==> config.mk <==
export PLATFORM = sky130hd
export DESIGN_NAME = ldw_mem
export DESIGN_NICKNAME = d
export VERILOG_FILES = /design/src/rtl/ldw_mem.sv
export SDC_FILE = /design/constraint.sdc
export NUM_CORES = 1
export LEC_CHECK = 0
export CORE_MARGIN = 2
export CORE_UTILIZATION = 49
export CTS_CLUSTER_SIZE = 40
export DETAILED_ROUTE_END_ITERATION = 12
export HOLD_SLACK_MARGIN = 0.08
export PLACE_DENSITY = 0.84
export SLEW_MARGIN = 25
export SYNTH_ARGS = -nofsm -noshare
export SYNTH_HDL_FRONTEND = slang
export SYNTH_SLANG_ARGS = --single-unit
==> constraint.sdc <==
create_clock -name clk -period 3.9 [get_ports clk]
set_input_delay 0.975 -clock clk [delete_from_list [all_inputs] [get_ports clk]]
set_output_delay 0.975 -clock clk [all_outputs]
set_load 0.01 [all_outputs]
==> src/rtl/ldw_mem.sv <==
// ldw pipeline memory-access stage: EXE/MEM register, bus FSM, MEM/WB register.
// Ports: E-stage inputs, dmem req/ack bus, mem_stall, M/W forwarding outputs, bus_err.
module ldw_mem #(
   parameter int unsigned ACK_TIMEOUT = 255,
   parameter logic [31:0] ERR_DATA    = 32'h0000_0000
) (
   input  logic        clk,
   input  logic        clrn,
   input  logic        ewreg,
   input  logic        em2reg,
   input  logic        ewmem,
   input  logic [31:0] ealu,
   input  logic [31:0] eb,
   input  logic [4:0]  ern,
   output logic        dmem_req,
   output logic        dmem_we,
   output logic [31:0] dmem_addr,
   output logic [31:0] dmem_wdata,
   input  logic        dmem_ack,
   input  logic [31:0] dmem_rdata,
   output logic        mem_stall,
   output logic        mwreg,
   output logic        mm2reg,
   output logic [4:0]  mrn,
   output logic [31:0] malu,
   output logic        wwreg,
   output logic        wm2reg,
   output logic [4:0]  wrn,
   output logic [31:0] walu,
   output logic [31:0] wmo,
   output logic        bus_err
);

   localparam int CW = $clog2(ACK_TIMEOUT + 1);

   typedef enum logic [1:0] {
      IDLE,
      BUSY,
      DONE
   } state_t;

   state_t        state;
   logic [CW-1:0] cnt;
   logic          mwmem;
   logic [31:0]   mb;
   logic [31:0]   mdata;
   logic          memop;
   logic          tmo;

   assign memop = mm2reg | mwmem;
   assign tmo   = (cnt == CW'(ACK_TIMEOUT - 1));

   // IDLE stalls as soon as a memop lands in M so EXE/MEM holds it
   assign mem_stall = (state == BUSY) |
                      ((state == IDLE) & memop);

   assign dmem_addr  = malu;
   assign dmem_wdata = mb;

   always_ff @(posedge clk or negedge clrn) begin
      if (!clrn) begin
         mwreg  <= 1'b0;
         mm2reg <= 1'b0;
         mwmem  <= 1'b0;
         mrn    <= 5'd0;
         malu   <= 32'd0;
         mb     <= 32'd0;
      end else if (!mem_stall) begin
         mwreg  <= ewreg;
         mm2reg <= em2reg;
         mwmem  <= ewmem;
         mrn    <= ern;
         malu   <= ealu;
         mb     <= eb;
      end
   end

   always_ff @(posedge clk or negedge clrn) begin
      if (!clrn) begin
         state    <= IDLE;
         cnt      <= '0;
         dmem_req <= 1'b0;
         dmem_we  <= 1'b0;
         mdata    <= 32'd0;
         bus_err  <= 1'b0;
      end else begin
         unique case (state)
            IDLE: begin
               cnt <= '0;
               if (memop) begin
                  state    <= BUSY;
                  dmem_req <= 1'b1;
                  dmem_we  <= mwmem;
               end
            end
            BUSY: begin
               cnt <= cnt + CW'(1);
               if (dmem_ack) begin
                  if (mm2reg) mdata <= dmem_rdata;
                  state    <= DONE;
                  dmem_req <= 1'b0;
                  dmem_we  <= 1'b0;
               end else if (tmo) begin
                  mdata    <= ERR_DATA;
                  bus_err  <= 1'b1;
                  state    <= DONE;
                  dmem_req <= 1'b0;
                  dmem_we  <= 1'b0;
               end
            end
            DONE: begin
               cnt   <= '0;
               state <= IDLE;
            end
            default: begin
               state    <= IDLE;
               dmem_req <= 1'b0;
               dmem_we  <= 1'b0;
            end
         endcase
      end
   end

   // a stall cycle sends a bubble; the data fields just hold
   always_ff @(posedge clk or negedge clrn) begin
      if (!clrn) begin
         wwreg  <= 1'b0;
         wm2reg <= 1'b0;
         wrn    <= 5'd0;
         walu   <= 32'd0;
         wmo    <= 32'd0;
      end else if (!mem_stall) begin
         wwreg  <= mwreg;
         wm2reg <= mm2reg;
         wrn    <= mrn;
         walu   <= malu;
         wmo    <= mm2reg ? mdata : 32'd0;
      end else begin
         wwreg  <= 1'b0;
         wm2reg <= 1'b0;
      end
   end

endmodule

* After elaboration in Yosys (flattened, before gate mapping)
Index checks and enable logic that the tools add are counted.
Word-level totals: output and inout port bits 178, register bits after elaboration 188, bits of input ports 107
Cells by class: multiplexer cells 17, bitwise operators 5, equal/unequal tests 6, reductions and logical operators 8, add/subtract/negate cells 1
Operator list (number):
- $mux W32 | 4
- $pmux W8 S2 | 1
- $reduce_and A3 Y1 | 3
- $add A8 B1 Y8 const B | 1
- $eq A8 B8 Y1 const B | 1
- $mux W1 | 6
- $mux W2 | 3
- $pmux W1 S3 | 2
- $pmux W2 S2 | 1
- $reduce_bool A2 Y1 | 2
- $ne A3 B3 Y1 const B | 1
- $eq A2 B1 Y1 const B | 1
- $eq A2 B2 Y1 const B | 1
- $logic_not A2 Y1 | 1
- $ne A2 B1 Y1 const B | 1
- $ne A2 B2 Y1 const B | 1
- $not A1 Y1 | 2
- $or A1 B1 Y1 | 2
- $reduce_and A2 Y1 | 1
- $reduce_or A2 Y1 | 1
- $and A1 B1 Y1 | 1

* Logic depth before layout (Yosys ltp)
Gate-level depths: netlist of run 1.
depth in word-level cells 4, gate-level depth with buffers 6

* Worst setup path after synthesis of run 1
Ideal clock, no wire load.
path kind reg-to-output, start reg mm2reg, end out mem_stall, data arrival time 1.325 ns, buffers on the path 2, required time 2.925 ns, slack 1.600 ns, cell stages (with the launch flop) 6, cells stage by stage dfrtp_1 buf_2 or2_1 o21ai_4 inv_4 buf_6
Between the ends: cells in the longest elaborated chain, start to end 3
RTL lines:
- start, declared | RTL line 23 | output logic mm2reg,
- start signal, assigned | RTL line 70 | mm2reg <= em2reg;
- $or A1 B1 Y1 | RTL line 50 | assign memop = mm2reg | mwmem;
- $and A1 B1 Y1 | RTL line 55 | ((state == IDLE) & memop);
- $or A1 B1 Y1 | RTL line 54 | assign mem_stall = (state == BUSY) |
- end, declared | RTL line 21 | output logic mem_stall,
Every way passes these cells.

* Worst setup path in the final report of run 1
start reg state[0], end out mem_stall
Between the ends: cells in the longest elaborated chain, start to end 3
RTL lines:
- start, declared | RTL line 42 | state_t state;
- start signal, assigned | RTL line 80 | state <= IDLE;
- start signal, assigned | RTL line 91 | state <= BUSY;
- start signal, assigned | RTL line 100 | state <= DONE;
- $logic_not A2 Y1 | RTL line 55
- $and A1 B1 Y1 | RTL line 55
- $or A1 B1 Y1 * | RTL line 54
Every way passes the cells marked *; elsewhere a longest branch is shown, timed or not.

==> impl_metrics.xml, run 1 <==
<?xml version="1.0" encoding="UTF-8"?>
<metrics>
  <group name="global_route">
    <metric name="gr-total-overflow" unit="">0</metric>
    <metric name="first_global_vias" unit="">5820</metric>
    <metric name="antenna_found_initial" unit="">0</metric>
    <metric name="grt_first_pass_wirelength" unit="mm">32.6</metric>
    <metric name="pin_count_of_the_biggest_net_entering_global_routing" unit="">83</metric>
    <metric name="grt_util_all_layers" unit="%">23.4</metric>
  </group>
  <group name="die">
    <metric name="die_area" unit="µm²">17800</metric>
    <metric name="die_x" unit="µm">133</metric>
    <metric name="floorplan.initialDensity" unit="%">49.9</metric>
    <metric name="floorplan.die.height" unit="µm">133</metric>
    <metric name="core_area" unit="µm²">16500</metric>
    <metric name="ios" unit="">285</metric>
    <metric name="core.rowCount" unit="">47</metric>
  </group>
  <group name="synthesis">
    <metric name="synth_top_cell_area_share" unit="%">57.3</metric>
    <metric name="post_synth.cell_area_avg" unit="µm²">12.6</metric>
    <metric name="yosys.cell_types.count" unit="">34</metric>
    <metric name="most_used_standard_cell_by_instance_count_after_synthesis" unit="">sky130_fd_sc_hd__dfrtp_1</metric>
    <metric name="fraction_of_the_mapped_netlist_area_in_compound_gates" unit="%">7.03</metric>
    <metric name="synthArstFlopShare" unit="%">100</metric>
    <metric name="ys_top_cells_by_count" unit="">188 x sky130_fd_sc_hd__dfrtp_1, 79 x sky130_fd_sc_hd__mux2_4, 68 x sky130_fd_sc_hd__inv_1</metric>
    <metric name="synth_area_leader_cell" unit="">sky130_fd_sc_hd__dfrtp_1</metric>
    <metric name="synthesis.instances" unit="">652</metric>
    <metric name="post_synth_edffs" unit="">0</metric>
    <metric name="synth-adder-area-share" unit="%">0.305</metric>
    <metric name="synth-xor-area-share" unit="%">0.320</metric>
    <metric name="synth.area.top_cells" unit="">sky130_fd_sc_hd__dfrtp_1 57%, sky130_fd_sc_hd__mux2_4 14%, sky130_fd_sc_hd__mux2_2 3.8%</metric>
    <metric name="dominant_combinational_cell_family_by_area_after_synthesis" unit="">multiplexers</metric>
    <metric name="total_number_of_yosys_warnings" unit="">0</metric>
    <metric name="synth.ff_latch_count" unit="">188</metric>
    <metric name="synthMuxAreaShare" unit="%">18.3</metric>
    <metric name="synthFlopType" unit="">sky130_fd_sc_hd__dfrtp_1</metric>
    <metric name="synthesis.nets" unit="">761</metric>
    <metric name="yosys.area_share.simple" unit="%">8.11</metric>
    <metric name="synth.yosys.seq_area_share" unit="%">57.3</metric>
    <metric name="syn-cell-area" unit="µm²">8210</metric>
  </group>
  <group name="job">
    <metric name="cap_violations" unit="">0</metric>
  </group>
  <group name="timing">
    <metric name="finClkSkew" unit="ps">10.4</metric>
    <metric name="count_of_endpoints_failing_setup_in_the_final_report" unit="">0</metric>
    <metric name="post-route-min-period" unit="ps">2840</metric>
    <metric name="grt_setup_unrepaired" unit="">no</metric>
    <metric name="final.setup.worst_slack" unit="ps">1060</metric>
    <metric name="maxClockFrequency" unit="GHz">0.352</metric>
    <metric name="tightestPinTransition" unit="ps">924</metric>
    <metric name="timing.final.crit_share" unit="%">72.7</metric>
    <metric name="final.setup.tns" unit="ps">0</metric>
    <metric name="slew_headroom" unit="%">38.4</metric>
    <metric name="final-hold-violation-count" unit="">0</metric>
    <metric name="final-max-slew-violation-count" unit="">0</metric>
  </group>
  <group name="clock_tree">
    <metric name="clock_tree.root_cell" unit="">sky130_fd_sc_hd__clkbuf_16</metric>
    <metric name="hold_bufs_at_cts" unit="">0</metric>
    <metric name="cts_post_setup_buffers_inserted" unit="">0</metric>
    <metric name="numCtsBuffers" unit="">17</metric>
    <metric name="clk_transition_reported_paths" unit="ps">70</metric>
    <metric name="cts_htree_levels" unit="">4</metric>
    <metric name="ctsResizeCount" unit="">0</metric>
    <metric name="clock_path_buffers" unit="">2</metric>
    <metric name="clkSinkCount" unit="">188</metric>
    <metric name="worst_skew_pair_later_pin_latency" unit="ps">430</metric>
    <metric name="tritoncts" unit="">done</metric>
  </group>
  <group name="final_layout">
    <metric name="footprint_of_the_multi_input_gates" unit="µm²">2800</metric>
    <metric name="num_antenna_cells" unit="">0</metric>
    <metric name="fillerInstances" unit="">1133</metric>
    <metric name="seq_area" unit="µm²">4700</metric>
    <metric name="drive_above_1_share" unit="%">17.0</metric>
    <metric name="nets" unit="">1005</metric>
    <metric name="post-route-cell-area" unit="µm²">11600</metric>
    <metric name="area_growth" unit="%">41.0</metric>
  </group>
  <group name="setup_path">
    <metric name="crit_slowest_cell" unit="">sky130_fd_sc_hd__dfrtp_1</metric>
    <metric name="worstPathCellList" unit="">o21ai_4 -&gt; inv_4 -&gt; clkdlybuf4s50_1</metric>
    <metric name="worst_setup_path_start_kind" unit="">flop</metric>
    <metric name="worst-endpoint-arrival" unit="ps">1860</metric>
    <metric name="worst-endpoint-required" unit="ps">2920</metric>
    <metric name="timing.critical_path.to_type" unit="">output pin</metric>
    <metric name="critical_path.max_stage_delay" unit="ps">650</metric>
    <metric name="critPathKind" unit="">reg2out</metric>
    <metric name="crit_fanout" unit="">17</metric>
  </group>
  <group name="route">
    <metric name="first_iter_violations" unit="">326</metric>
    <metric name="detail_route.drc_violations" unit="">0</metric>
    <metric name="drt_pass1_iterations" unit="">4</metric>
    <metric name="route.vias.total" unit="">5733</metric>
    <metric name="avgViaCountPerCell" unit="">5.08</metric>
    <metric name="totalWireLength" unit="mm">20.4</metric>
    <metric name="drt.antenna.violating_nets" unit="">0</metric>
    <metric name="wire_per_inst" unit="µm">18.1</metric>
  </group>
  <group name="pwr">
    <metric name="vdd_ir_drop_max" unit="mV">0.455</metric>
    <metric name="power_density" unit="nW/µm²">911</metric>
    <metric name="post-layout-total-power" unit="mW">10.5</metric>
    <metric name="total_leakage_power" unit="nW">5.16</metric>
  </group>
  <group name="placed_design">
    <metric name="gp_routability_congestion" unit="">0.780</metric>
    <metric name="dp_hpwl" unit="mm">13.8</metric>
    <metric name="pre_cts_ws" unit="ps">1210</metric>
    <metric name="post_dp_cell_area" unit="µm²">11000</metric>
    <metric name="numPortBuffers" unit="">284</metric>
  </group>
  <group name="run_status">
    <metric name="outcome" unit="">finished clean</metric>
  </group>
  <group name="worst_hold_path">
    <metric name="min-delay-path-class" unit="">reg2reg</metric>
  </group>
</metrics>
==> critical path: cells and delay by family, from the launching register on <==
kind | cells | cell delay (ps)
buffers and inverters | 2 | 660
DFF | 1 | 650
AOI/OAI and AO/OA | 1 | 120
==> through the flow <==
stage | util [%] | hold slack [ps] | std cells
final | 70.3 | 465 | 1128
after floorplan | - | 493 | 652
after CTS | 70.3 | 475 | 1128
after global placement | 66.7 | 441 | 1097
after detailed placement | 66.7 | 460 | 1097
after global routing | 70.3 | 483 | 1128
==> cell usage in the layout (no fill, tap or decap), drive strengths merged, types with 2 or more instances in the layout <==
cell type	instances
nor2	4
or3	3
nand2b	36
a21oi	3
o21ai	39
nand3	34
clkinv	6
bufinv	3
a21o	2
dfrtp	188
clkinvlp	2
clkdlybuf4s50	283
nor2b	2
ha	2
a21boi	3
nand2	38
clkbuf	18
o22ai	2
xnor2	3
mux2	107
inv	72
o221ai	32
and2	6
buf	11
==> final timing paths <==
path	start	end	slack, ps	cells past startpoint
setup / recovery	state[0]	mem_stall	1060	3
hold / removal	bus_err	bus_err	470	1
setup reg to reg	state[0]	dmem_wdata[22]	1190	5
hold reg to reg	bus_err	bus_err	470	1
max in group asynchronous	clrn	wmo[2]	2450	2
min in group asynchronous	clrn	dmem_wdata[0]	540	1
==> metal layers <==
| layer | share of wire [%] | track usage (%) |
|---|---|---|
| met2 | 49 | 38.3 |
| met1 | 42 | 30.2 |
| met5 | 0 | 0 |
| met4 | 1.9 | 7.15 |
| met3 | 7.0 | 6.77 |
==> layout make-up <==
type / instances / share of cell area, %
Clock inverter: 14 / 1.46
Timing Repair Buffer: 295 / 25.4
Multi-Input combinational cell: 325 / 24.2
Inverter: 69 / 2.26
Sequential cell: 188 / 40.6
Tap cell: 220 / 2.38
Clock buffer: 17 / 3.67
==> state kept, by name (all words and copies together) (netlist names), 2 cells and up <==
name / cells
dmem_addr: 32
mrn: 5
cnt: 8
wrn: 5
mdata: 32
wmo: 32
walu: 32
state: 2
dmem_wdata: 32
==> kinds of logic after synthesis <==
logic type	after synthesis
AO/OA/AOI/OAI	84
buffers and inverters	139
multiplexers	107
AND/OR/NAND/NOR	129
XOR/XNOR	3
adder cells (fa/ha/maj)	2
flip-flops	188
==> power breakdown <==
part | switching (mW) | internal (mW) | leakage, nW | total [mW]
clock | 0.750 | 1.01 | 0.290 | 1.76
combinational | 2.03 | 3.11 | 2.62 | 5.14
sequential | 0.744 | 2.91 | 2.25 | 3.65
No activity file was read; power rests on OpenSTA's default activity.
==> inputs of run 2 (changes only) <==
--- a/config.mk
+++ b/config.mk
@@ -6,11 +6,11 @@
 export NUM_CORES = 1
 export LEC_CHECK = 0
 export CORE_MARGIN = 2
-export CORE_UTILIZATION = 49
+export CORE_UTILIZATION = 41
 export CTS_CLUSTER_SIZE = 40
 export DETAILED_ROUTE_END_ITERATION = 12
 export HOLD_SLACK_MARGIN = 0.08
-export PLACE_DENSITY = 0.84
+export PLACE_DENSITY = 0.75
 export SLEW_MARGIN = 25
 export SYNTH_ARGS = -nofsm -noshare
 export SYNTH_HDL_FRONTEND = slang
==> constraint.sdc (replaced) <==
create_clock -name clk -period 2.6 [get_ports clk]
set_input_delay 0.65 -clock clk [delete_from_list [all_inputs] [get_ports clk]]
set_output_delay 0.65 -clock clk [all_outputs]
set_load 0.01 [all_outputs]
==> run 2 against run 1 <==
Cell count grew 4.3%; clock skew is essentially flat; worst setup slack lost 970 ps; clock power grew 57%; sequential share of layout area shrank 0.46 points; power grew 51%; via count grew 0.61%; combinational power grew 51%; critical path type unchanged.
==> impl_metrics.xml, run 2 (synthesized netlist as in run 1, its figures left out) <==
<?xml version="1.0" encoding="UTF-8"?>
<metrics>
  <group name="clock_tree">
    <metric name="clock_tree.root_cell" unit="">sky130_fd_sc_hd__clkbuf_16</metric>
    <metric name="hold_bufs_at_cts" unit="">0</metric>
    <metric name="worst_skew_pair_later_pin_latency" unit="ps">420</metric>
    <metric name="tritoncts" unit="">done</metric>
    <metric name="cts_post_setup_buffers_inserted" unit="">0</metric>
    <metric name="clkSinkCount" unit="">188</metric>
    <metric name="clock_path_buffers" unit="">2</metric>
    <metric name="clk_transition_reported_paths" unit="ps">70</metric>
    <metric name="cts_htree_levels" unit="">4</metric>
    <metric name="numCtsBuffers" unit="">17</metric>
    <metric name="ctsResizeCount" unit="">0</metric>
  </group>
  <group name="run_status">
    <metric name="outcome" unit="">finished clean</metric>
  </group>
  <group name="timing">
    <metric name="whs" unit="ps">211</metric>
    <metric name="grt_setup_unrepaired" unit="">no</metric>
    <metric name="final.setup.tns" unit="ps">0</metric>
    <metric name="slew_headroom" unit="%">50.9</metric>
    <metric name="final-hold-violation-count" unit="">0</metric>
    <metric name="finClkSkew" unit="ps">10.4</metric>
    <metric name="final.setup.worst_slack" unit="ps">90.5</metric>
    <metric name="count_of_endpoints_failing_setup_in_the_final_report" unit="">0</metric>
    <metric name="final-max-slew-violation-count" unit="">0</metric>
    <metric name="post-route-min-period" unit="ps">2510</metric>
    <metric name="timing.final.crit_share" unit="%">96.5</metric>
    <metric name="maxClockFrequency" unit="GHz">0.398</metric>
    <metric name="tightestPinTransition" unit="ps">736</metric>
  </group>
  <group name="setup_path">
    <metric name="worst_setup_path_start_kind" unit="">flop</metric>
    <metric name="critPathKind" unit="">reg2out</metric>
    <metric name="worst-endpoint-required" unit="ps">1950</metric>
    <metric name="timing.critical_path.to_type" unit="">output pin</metric>
    <metric name="worst-endpoint-arrival" unit="ps">1860</metric>
    <metric name="path_buf_inv" unit="">2</metric>
    <metric name="cpLargestDelayFamily" unit="">buffers and inverters</metric>
    <metric name="critical_path.max_stage_delay" unit="ps">500</metric>
    <metric name="crit_fanout" unit="">3</metric>
    <metric name="crit_slowest_cell" unit="">sky130_fd_sc_hd__clkdlybuf4s50_1</metric>
    <metric name="worstPathCellList" unit="">or2_1 -&gt; o21ai_4 -&gt; inv_4 -&gt; clkdlybuf4s50_1</metric>
  </group>
  <group name="placed_design">
    <metric name="gp_routability_congestion" unit="">0.766</metric>
    <metric name="pre_cts_ws" unit="ps">543</metric>
    <metric name="numPortBuffers" unit="">284</metric>
    <metric name="dp_hpwl" unit="mm">13.8</metric>
  </group>
  <group name="route">
    <metric name="route.vias.total" unit="">5768</metric>
    <metric name="wire_per_inst" unit="µm">17.6</metric>
    <metric name="drt.antenna.violating_nets" unit="">0</metric>
    <metric name="detail_route.drc_violations" unit="">0</metric>
    <metric name="totalWireLength" unit="mm">20.8</metric>
    <metric name="avgViaCountPerCell" unit="">4.90</metric>
    <metric name="drt_pass1_iterations" unit="">4</metric>
    <metric name="first_iter_violations" unit="">304</metric>
  </group>
  <group name="pwr">
    <metric name="vdd_ir_drop_max" unit="mV">0.608</metric>
    <metric name="power_density" unit="nW/µm²">1360</metric>
    <metric name="total_leakage_power" unit="nW">5.20</metric>
    <metric name="post-layout-total-power" unit="mW">15.9</metric>
  </group>
  <group name="global_route">
    <metric name="antenna_found_initial" unit="">0</metric>
    <metric name="grt_first_pass_wirelength" unit="mm">33.6</metric>
    <metric name="gr-total-overflow" unit="">0</metric>
    <metric name="grt_util_all_layers" unit="%">19.8</metric>
    <metric name="grt.met1_usage" unit="%">25.6</metric>
    <metric name="gr-max-usage-layer" unit="">met2</metric>
    <metric name="groute.layer.met2.usage" unit="%">32.8</metric>
    <metric name="pin_count_of_the_biggest_net_entering_global_routing" unit="">81</metric>
    <metric name="first_global_vias" unit="">5942</metric>
    <metric name="grt_util_met3" unit="%">6.30</metric>
  </group>
  <group name="final_layout">
    <metric name="area_growth" unit="%">42.7</metric>
    <metric name="postLayoutCoreUtil" unit="%">60.0</metric>
    <metric name="layout_common_cells" unit="">283 x sky130_fd_sc_hd__clkdlybuf4s50_1, 188 x sky130_fd_sc_hd__dfrtp_1, 79 x sky130_fd_sc_hd__mux2_4</metric>
    <metric name="num_antenna_cells" unit="">0</metric>
    <metric name="final_common_cell" unit="">sky130_fd_sc_hd__clkdlybuf4s50_1</metric>
    <metric name="nets" unit="">1008</metric>
    <metric name="drive_above_1_share" unit="%">17.3</metric>
  </group>
  <group name="die">
    <metric name="floorplan.die.height" unit="µm">146</metric>
    <metric name="die_x" unit="µm">146</metric>
    <metric name="die_area" unit="µm²">21200</metric>
    <metric name="ios" unit="">285</metric>
    <metric name="core.rowCount" unit="">51</metric>
    <metric name="core_area" unit="µm²">19500</metric>
    <metric name="floorplan.initialDensity" unit="%">42.0</metric>
  </group>
  <group name="job">
    <metric name="cap_violations" unit="">0</metric>
  </group>
  <group name="worst_hold_path">
    <metric name="min-delay-path-class" unit="">in2async</metric>
  </group>
</metrics>
-- run 2: worst paths after layout --
| kind | start | endpoint | slack [ps] | cells past startpoint |
|---|---|---|---|---|
| max | mwmem | mem_stall | 90 | 4 |
| max reg2reg | mwmem | dmem_addr[7] | 540 | 4 |
| min in group clk | bus_err | bus_err | 460 | 1 |
| max in group asynchronous | clrn | wmo[6] | 1730 | 2 |
| min | clrn | dmem_addr[13] | 210 | 1 |
| min reg2reg | bus_err | bus_err | 460 | 1 |
-- run 2: layout make-up --
type,instances,area (µm²)
fillers,1598,7820
flip-flops and latches,188,4700
repair buffers,298,2990
multi-input cells,325,2800
clock buffers,17,425
well taps,265,332
inverters,69,262
clock inverters,15,198
-- run 2: worst register-to-register path, stage by stage (launching register included) --
cell and delay [ps]:
sky130_fd_sc_hd__dfrtp_1 410, sky130_fd_sc_hd__or2_1 280, sky130_fd_sc_hd__o21ai_4 200, sky130_fd_sc_hd__buf_4 620, sky130_fd_sc_hd__mux2_2 450
-- run 2: per-layer routing --
layer | part of all wire (%) | up-vias
met5 | 0 | -
met3 | 7.6 | 13
met2 | 49 | 219
met1 | 43 | 2879
met4 | 0.71 | 0
li1 | - | 2657
-- run 2: power by group --
part	internal [mW]	switching, mW	total (mW)
logic	4.68	3.08	7.75
registers	4.36	1.06	5.42
clock network	1.55	1.22	2.77
-- run 2: metrics by stage --
| stage | area [µm²] | std cells |
|---|---|---|
| 2_1_floorplan | 8210 | 652 |
| 3_3_place_gp | 11100 | 1145 |
| 3_5_place_dp | 11100 | 1145 |
| 4_1_cts | 11700 | 1177 |
| 5_1_grt | 11700 | 1177 |
| 6_report | 11700 | 1177 |
==> inputs of run 3 (changes only) <==
--- a/config.mk
+++ b/config.mk
@@ -6,11 +6,11 @@
 export NUM_CORES = 1
 export LEC_CHECK = 0
 export CORE_MARGIN = 2
-export CORE_UTILIZATION = 41
+export CORE_UTILIZATION = 49
 export CTS_CLUSTER_SIZE = 40
 export DETAILED_ROUTE_END_ITERATION = 12
 export HOLD_SLACK_MARGIN = 0.08
-export PLACE_DENSITY = 0.75
+export PLACE_DENSITY = 0.84
 export SLEW_MARGIN = 25
 export SYNTH_ARGS = -nofsm -noshare
 export SYNTH_HDL_FRONTEND = slang
==> constraint.sdc (replaced) <==
create_clock -name clk -period 3 [get_ports clk]
set_input_delay 0.75 -clock clk [delete_from_list [all_inputs] [get_ports clk]]
set_output_delay 0.75 -clock clk [all_outputs]
set_load 0.01 [all_outputs]
==> run 3 against run 2 <==
Wire length down 1.6%; first-iteration DRC count up 7.2%; non-clock buffer count down 2; clock power down 11%; cell area down 0.45%; register-to-register slack better by 410 ps; cell count down 4.1%; via count down 0.36%; global-route usage up 3.7 points; worst setup slack better by 300 ps; sequential share of layout area up 0.18 points; die area down 16%; largest cell class unchanged; highest routed layer unchanged.
==> impl_metrics.xml, run 3 (synthesized netlist as in run 1, its figures left out) <==
<?xml version="1.0" encoding="UTF-8"?>
<metrics>
  <group name="setup_path">
    <metric name="critPathKind" unit="">reg2out</metric>
    <metric name="timing.critical_path.to_type" unit="">output pin</metric>
    <metric name="worst_setup_path_start_kind" unit="">flop</metric>
    <metric name="path_buf_inv" unit="">2</metric>
    <metric name="worst-endpoint-required" unit="ps">2250</metric>
    <metric name="worstPathCellList" unit="">or2_1 -&gt; o21ai_4 -&gt; inv_4 -&gt; clkdlybuf4s50_1</metric>
    <metric name="crit_slowest_cell" unit="">sky130_fd_sc_hd__clkdlybuf4s50_1</metric>
    <metric name="critical_path.max_stage_delay" unit="ps">510</metric>
    <metric name="worst-endpoint-arrival" unit="ps">1860</metric>
    <metric name="cpLargestDelayFamily" unit="">buffers and inverters</metric>
    <metric name="crit_fanout" unit="">3</metric>
  </group>
  <group name="route">
    <metric name="first_iter_violations" unit="">326</metric>
    <metric name="detail_route.drc_violations" unit="">0</metric>
    <metric name="wire_per_inst" unit="µm">18.1</metric>
    <metric name="drt.antenna.violating_nets" unit="">0</metric>
    <metric name="route.vias.total" unit="">5747</metric>
    <metric name="avgViaCountPerCell" unit="">5.09</metric>
    <metric name="drt_pass1_iterations" unit="">4</metric>
    <metric name="totalWireLength" unit="mm">20.4</metric>
  </group>
  <group name="final_layout">
    <metric name="num_antenna_cells" unit="">0</metric>
    <metric name="seq_area" unit="µm²">4700</metric>
    <metric name="nets" unit="">1006</metric>
    <metric name="drive_above_1_share" unit="%">16.9</metric>
    <metric name="footprint_of_the_multi_input_gates" unit="µm²">2800</metric>
    <metric name="fillerInstances" unit="">1119</metric>
    <metric name="final_common_cell" unit="">sky130_fd_sc_hd__clkdlybuf4s50_1</metric>
    <metric name="layout_common_cells" unit="">283 x sky130_fd_sc_hd__clkdlybuf4s50_1, 188 x sky130_fd_sc_hd__dfrtp_1, 79 x sky130_fd_sc_hd__mux2_4</metric>
    <metric name="area_growth" unit="%">42.0</metric>
  </group>
  <group name="die">
    <metric name="core.rowCount" unit="">47</metric>
    <metric name="floorplan.initialDensity" unit="%">49.9</metric>
    <metric name="ios" unit="">285</metric>
    <metric name="core_area" unit="µm²">16500</metric>
    <metric name="die_area" unit="µm²">17800</metric>
    <metric name="floorplan.die.height" unit="µm">133</metric>
    <metric name="die_x" unit="µm">133</metric>
  </group>
  <group name="clock_tree">
    <metric name="tritoncts" unit="">done</metric>
    <metric name="ctsResizeCount" unit="">0</metric>
    <metric name="clock_tree.root_cell" unit="">sky130_fd_sc_hd__clkbuf_16</metric>
    <metric name="clk_transition_reported_paths" unit="ps">70</metric>
    <metric name="worst_skew_pair_later_pin_latency" unit="ps">430</metric>
    <metric name="cts_post_setup_buffers_inserted" unit="">0</metric>
    <metric name="cts_htree_levels" unit="">4</metric>
    <metric name="hold_bufs_at_cts" unit="">0</metric>
    <metric name="clock_path_buffers" unit="">2</metric>
    <metric name="clkSinkCount" unit="">188</metric>
    <metric name="numCtsBuffers" unit="">17</metric>
  </group>
  <group name="pwr">
    <metric name="post-layout-total-power" unit="mW">13.9</metric>
    <metric name="total_leakage_power" unit="nW">5.20</metric>
    <metric name="power_density" unit="nW/µm²">1190</metric>
    <metric name="vdd_ir_drop_max" unit="mV">0.805</metric>
  </group>
  <group name="timing">
    <metric name="count_of_endpoints_failing_setup_in_the_final_report" unit="">0</metric>
    <metric name="tightestPinTransition" unit="ps">716</metric>
    <metric name="final.setup.tns" unit="ps">0</metric>
    <metric name="final-hold-violation-count" unit="">0</metric>
    <metric name="slew_headroom" unit="%">52.2</metric>
    <metric name="post-route-min-period" unit="ps">2610</metric>
    <metric name="grt_setup_unrepaired" unit="">no</metric>
    <metric name="finClkSkew" unit="ps">8.50</metric>
    <metric name="timing.final.crit_share" unit="%">87.0</metric>
    <metric name="final-max-slew-violation-count" unit="">0</metric>
    <metric name="maxClockFrequency" unit="GHz">0.383</metric>
  </group>
  <group name="job">
    <metric name="cap_violations" unit="">0</metric>
  </group>
  <group name="global_route">
    <metric name="pin_count_of_the_biggest_net_entering_global_routing" unit="">81</metric>
    <metric name="first_global_vias" unit="">5778</metric>
    <metric name="grt_util_all_layers" unit="%">23.5</metric>
    <metric name="gr-total-overflow" unit="">0</metric>
    <metric name="antenna_found_initial" unit="">0</metric>
    <metric name="grt_first_pass_wirelength" unit="mm">32.6</metric>
  </group>
  <group name="run_status">
    <metric name="outcome" unit="">finished clean</metric>
  </group>
  <group name="placed_design">
    <metric name="dp_hpwl" unit="mm">13.9</metric>
    <metric name="gp_routability_congestion" unit="">0.755</metric>
    <metric name="numPortBuffers" unit="">284</metric>
  </group>
  <group name="worst_hold_path">
    <metric name="min-delay-path-class" unit="">in2async</metric>
  </group>
</metrics>
## run 3: layer usage
| metal | vias up | GRT usage (%) | share of wire (%) |
|---|---|---|---|
| met2 | 218 | 37.3 | 49 |
| li1 | 2663 | - | - |
| met3 | 41 | 7.42 | 7.9 |
| met4 | 0 | 9.46 | 3.0 |
| met1 | 2825 | 30.1 | 41 |
| met5 | - | 0 | 0 |
## run 3: metrics by stage
step / instance area (µm²) / cells / utilization [%] / worst slack [ps] / hold WS [ps]
after floorplan: 8210 / 652 / - / 925 / 454
final: 11700 / 1129 / 70.8 / 391 / 299
after detailed placement: 11000 / 1098 / 66.9 / 841 / 449
after CTS: 11700 / 1129 / 70.8 / 365 / 303
after global routing: 11700 / 1129 / 70.8 / 326 / 322
after global placement: 11000 / 1098 / 66.9 / 876 / 439
## run 3: power breakdown
group / internal (mW) / switching, mW / leakage, nW
clock network: 1.49 / 0.970 / 0.316
registers: 3.78 / 0.918 / 2.25
logic: 4.05 / 2.70 / 2.64
## run 3: final cells by class
type / count / share of cell area (%)
sequential: 188 / 40.4
timing repair buffer: 296 / 25.5
multi-input combinational: 325 / 24.0
clock buffer: 18 / 3.68
tap: 220 / 2.36
inverter: 69 / 2.24
clock inverter: 13 / 1.82
## run 3: final timing paths
path                       cells after the start       endpoint  slack, ps    start
max                                            4      mem_stall        390    mwmem
min                                            1  dmem_addr[30]        300     clrn
max reg2reg                                    4   dmem_addr[2]        950    mwmem
min reg2reg                                    1        bus_err        460  bus_err
max in group asynchronous                      2         wmo[4]       1890     clrn
min in group clk                               1        bus_err        460  bus_err
